===== src/rtl/branch_predictor.sv =====
// Direct-mapped BTB with 2-bit saturating counters: IF-stage next-PC prediction,
// ID-stage mispredict detection and redirect, table training and branch statistics.
module branch_predictor #(
  parameter int ENTRIES = 16,
  parameter int IDX_W   = 4
) (
  input  logic        Clk,
  input  logic        Rst,
  input  logic [31:0] FetchPC,
  output logic        PredTaken,
  output logic [31:0] PredTarget,
  input  logic        ResolveValid,
  input  logic [31:0] ResolvePC,
  input  logic        ResolveTaken,
  input  logic [31:0] ResolveTarget,
  input  logic        ResolvePredTaken,
  input  logic [31:0] ResolvePredTarget,
  output logic        Mispredict,
  output logic [31:0] RedirectPC,
  output logic [31:0] BranchCount,
  output logic [31:0] MispredictCount
);

  localparam int TAG_W = 32 - IDX_W - 2;

  logic             tbl_valid  [ENTRIES];
  logic [TAG_W-1:0] tbl_tag    [ENTRIES];
  logic [31:0]      tbl_target [ENTRIES];
  logic [1:0]       tbl_ctr    [ENTRIES];

  logic [IDX_W-1:0] fetch_idx;
  logic [TAG_W-1:0] fetch_tag;
  logic             fetch_hit;
  logic [31:0]      fetch_seq;

  logic [IDX_W-1:0] res_idx;
  logic [TAG_W-1:0] res_tag;
  logic             res_hit;
  logic [31:0]      res_seq;
  logic             do_update;

  assign fetch_idx  = FetchPC[IDX_W+1:2];
  assign fetch_tag  = FetchPC[31:IDX_W+2];
  assign fetch_hit  = tbl_valid[fetch_idx] && (tbl_tag[fetch_idx] == fetch_tag);
  assign fetch_seq  = FetchPC + 32'd4;
  assign PredTaken  = fetch_hit && tbl_ctr[fetch_idx][1];
  assign PredTarget = PredTaken ? tbl_target[fetch_idx] : fetch_seq;

  assign res_idx   = ResolvePC[IDX_W+1:2];
  assign res_tag   = ResolvePC[31:IDX_W+2];
  assign res_hit   = tbl_valid[res_idx] && (tbl_tag[res_idx] == res_tag);
  assign res_seq   = ResolvePC + 32'd4;
  assign do_update = ResolveValid && !Rst;

  // A correct direction with a stale target still needs a redirect.
  assign Mispredict = do_update &&
                      ((ResolvePredTaken != ResolveTaken) ||
                       (ResolveTaken && (ResolvePredTarget != ResolveTarget)));
  assign RedirectPC = ResolveTaken ? ResolveTarget : res_seq;

  always_ff @(posedge Clk) begin
    if (Rst) begin
      for (int i = 0; i < ENTRIES; i++) begin
        tbl_valid[i] <= 1'b0;
        tbl_ctr[i]   <= 2'd1;
      end
      BranchCount     <= '0;
      MispredictCount <= '0;
    end else if (ResolveValid) begin
      BranchCount <= BranchCount + 32'd1;
      if (Mispredict) MispredictCount <= MispredictCount + 32'd1;
      if (res_hit) begin
        if (ResolveTaken) begin
          tbl_target[res_idx] <= ResolveTarget;
          if (tbl_ctr[res_idx] != 2'd3) tbl_ctr[res_idx] <= tbl_ctr[res_idx] + 2'd1;
        end else if (tbl_ctr[res_idx] != 2'd0) begin
          tbl_ctr[res_idx] <= tbl_ctr[res_idx] - 2'd1;
        end
      end else if (ResolveTaken) begin
        // Allocation evicts whatever occupied this index.
        tbl_valid[res_idx]  <= 1'b1;
        tbl_tag[res_idx]    <= res_tag;
        tbl_target[res_idx] <= ResolveTarget;
        tbl_ctr[res_idx]    <= 2'd2;
      end
    end
  end

endmodule


===== config.mk =====
export PLATFORM = sky130hd
export DESIGN_NAME = branch_predictor
export DESIGN_NICKNAME = d
export VERILOG_FILES = /design/src/rtl/branch_predictor.sv
export SDC_FILE = /design/constraint.sdc
export NUM_CORES = 2
export LEC_CHECK = 0
export BUFFER_PORTS_ARGS = -buffer_cell sky130_fd_sc_hd__buf_2
export CAP_MARGIN = 20
export CORE_UTILIZATION = 66
export DETAILED_ROUTE_END_ITERATION = 16
export PLACE_DENSITY = 0.85
export SLEW_MARGIN = 20
export SYNTH_ARGS = -nofsm -noshare
export SYNTH_HDL_FRONTEND = slang
export SYNTH_SLANG_ARGS = --single-unit

===== constraint.sdc =====
create_clock -name Clk -period 12.1 [get_ports Clk]
set_clock_uncertainty 0.2 [all_clocks]
set_input_delay 0 -clock Clk [delete_from_list [all_inputs] [get_ports Clk]]
set_output_delay 0 -clock Clk [all_outputs]
set_load 0.02 [all_outputs]

==> metrics <==
drt pass-1 iters 9; Worst Path Max Fanout 78; final period utilization 42.8%; most frequent cell after synthesis edfxtp_1; crit end category primary output; Max Cap Violations 0; # DRC 0; Max Slew Vio Count 0; Seq pwr share 50.4%; CTS tree built; status finished, final reports clean; GPL Wtd Cong 0.947; relative slew slack 17.8%; core area 0.0701 sq mm; post-synthesis async set-or-reset flop share 0%; Final min period 5.17 ns; largest net degree at the start of global routing 107; Total Routing Usage GR 40.3%; worst path required time 11.90 ns; post-synthesis cell count 2629; worst setup margin 6.93 ns; wire per inst 36.4 um; Min-Delay Path Class in2reg; Synth area leader edfxtp_1; cts bufs inserted 100; Register Area 0.0304 sq mm; initial antenna violation count 24; Fin Hold WS 0.0977 ns; Sw Ratio 23.8%; die height 268 um; clk root buf clkbuf_16; pre-CTS setup slack 6.60 ns; share of cells above drive strength 1 29.9%; leading cell types by count after synthesis edfxtp_1, mux4_2, nand2_1; CP Data Arrival Time 4.97 ns; Clk pwr share 41.0%; Final nets 3091; Static Leak 17.7 nW; final WL 145000 um; Port Buffers 262; # rows 97; post-route ant nets 0; detailed placement HPWL 81200 um; RSZ-0062 raised after global routing no; Final Hold Viols 0; post-synthesis sequential area ratio 65.0%; synth-to-layout area growth 14.0%; Post-CTS Setup Bufs 0; Clock Sinks 1040; Clk Latency, worst-skew pair 0.69 ns; flop and latch count out of synthesis 1040; Top FF cell, synth edfxtp_1; Final Setup Violations 0; post-CTS sizing 0; fmax 0.193 GHz; H-Tree Depth 3; DRT iter0 DRCs 5200; pwr dens 147 mW/mm^2; clk buf depth 3; Area contributors post-synth edfxtp_1, mux4_2, dfxtp_1; Fin Setup TNS 0 ns; Mapped Nets 2769; GRT Residual Overflow 0; Mapped Area 0.0468 sq mm; Critical Path Start Type primary input; Yosys warning count 0; Via density 7.56; count of cell types in the netlist 78; starting density of the core 66.7%; worst slew pin tran 1.23 ns; clk slew on worst S/H paths 0.07 ns; first-pass GRT wire length 203000 um; Psw 1.87 mW; critical path class in2out; Avg Cell Area, Syn 17.8 sq um; VDD IR max 0.000137 V; io pins 263; die span in x 268 um; die area 0.0720 sq mm; fillers 3709; area of the multi-input gates 0.0157 sq mm; Int Pwr 5.99 mW; Comb power frac 8.6%; vias in the first global route 29700; Post-synth EDFFs 960; vias 30100; top cell type's share of synthesized area 61.6%
layout make-up:
cell class                 count  area share, %
antenna                       11         0.0516
clock buffer                 120           4.95
clock inverter                65           1.32
inverter                      17          0.120
multi-input combinational   1407           29.5
sequential                  1040           57.0
tap                          940           2.20
timing repair buffer         385           4.86
placed cells by master (no fill, tap or decap), types with 9 or more instances in the layout:
cell type	n
edfxtp_1	960
mux4_2	370
buf_2	256
nand2_1	126
clkbuf_16	102
xor2_1	99
mux2i_1	93
nor2_1	88
xnor2_1	85
dfxtp_1	80
nand3_1	71
dlygate4sd3_1	68
o21ai_0	61
buf_4	50
a22oi_1	32
nand4_1	30
nor2_4	30
a21oi_1	29
mux2_1	29
and3_1	28
or3_1	25
clkinv_2	21
nor4_1	20
clkinv_1	19
nor2b_1	19
a41o_1	16
clkbuf_1	16
o2bb2ai_1	15
and4_1	14
inv_1	14
nor3_1	12
diode_2	11
nor2_2	11
bufinv_16	10
a211oi_1	9
metal layers:
metal  vias up  part of all wire [%]  track usage [%]
met2      3098                    47             62.7
met3       794                    14             14.0
met5         -                  0.21            0.405
met1     14800                    31             49.3
li1      11400                     -                -
met4        36                   7.2             23.6
logic make-up (layout without fill, tap and decap cells):
family	Yosys count	after routing	share of synthesized area, %
muxes	501	501	20.8
DFF	1040	1040	65.0
and+or+nand+nor	510	510	5.55
other	0	11	0
buffers and inverters	182	587	1.95
AOI/OAI and AO/OA	205	205	3.10
adders and majority gates	7	7	0.187
xor gates and xnor gates	184	184	3.44
worst max-delay path, cell delays in order:
cell and delay [ns]:
buf_8 0.52, buf_4 0.84, mux4_2 0.65, mux4_2 0.63, xnor2_1 0.43, nand2_1 0.14, nor4bb_1 0.35, nand4_1 0.15
buf_4 0.35, mux2i_1 0.44, buf_2 0.25
worst paths after layout:
path	startpoint	to	slack (ns)	cells after the start
min reg2reg	tbl_valid[13]$_DFF_P_	tbl_valid[13]$_DFF_P_	0.30	1
max	FetchPC[2]	PredTarget[2]	6.93	11
min	ResolveTarget[11]	tbl_target[11][11]$_DFFE_PP_	0.1	2
max reg2reg	tbl_tag[9][0]$_DFFE_PP_	tbl_tag[0][5]$_DFFE_PP_	7.59	8
metrics by stage:
| step | total power, mW | std cells | cell area, sq um | util (%) |
|---|---|---|---|---|
| 2_1_floorplan | 4.41 | 2629 | 46800 | - |
| 3_3_place_gp | 4.63 | 3713 | 49100 | 70.0 |
| 3_5_place_dp | 4.65 | 3713 | 49100 | 70.0 |
| 4_1_cts | 7.83 | 3966 | 53100 | 75.7 |
| 5_1_grt | 8.00 | 3976 | 53300 | 76.0 |
| 6_report | 7.86 | 3985 | 53400 | 76.1 |
sequential cells by signal, indices dropped and copies added (netlist names):
register	flops
BranchCount	32
MispredictCount	32
tbl_ctr	32
tbl_tag	416
tbl_target	512
tbl_valid	16
repair_timing:
| action | in CTS | in global routing |
|---|---|---|
| hold endpoints to repair | 1026 | 0 |
| setup endpoints to repair | 0 | 0 |
| hold buffers | 68 | 0 |
power by group through the flow:
stage	Clock, mW	Combinational (mW)	Sequential [mW]
final	3.22	0.676	3.97
after global routing	3.35	0.690	3.96
after CTS	3.22	0.643	3.96
after detailed placement	0	0.612	4.04
after global placement	0	0.591	4.04
after floorplan	0	0.374	4.04
Note: power is estimated with default switching activity, not from simulation.
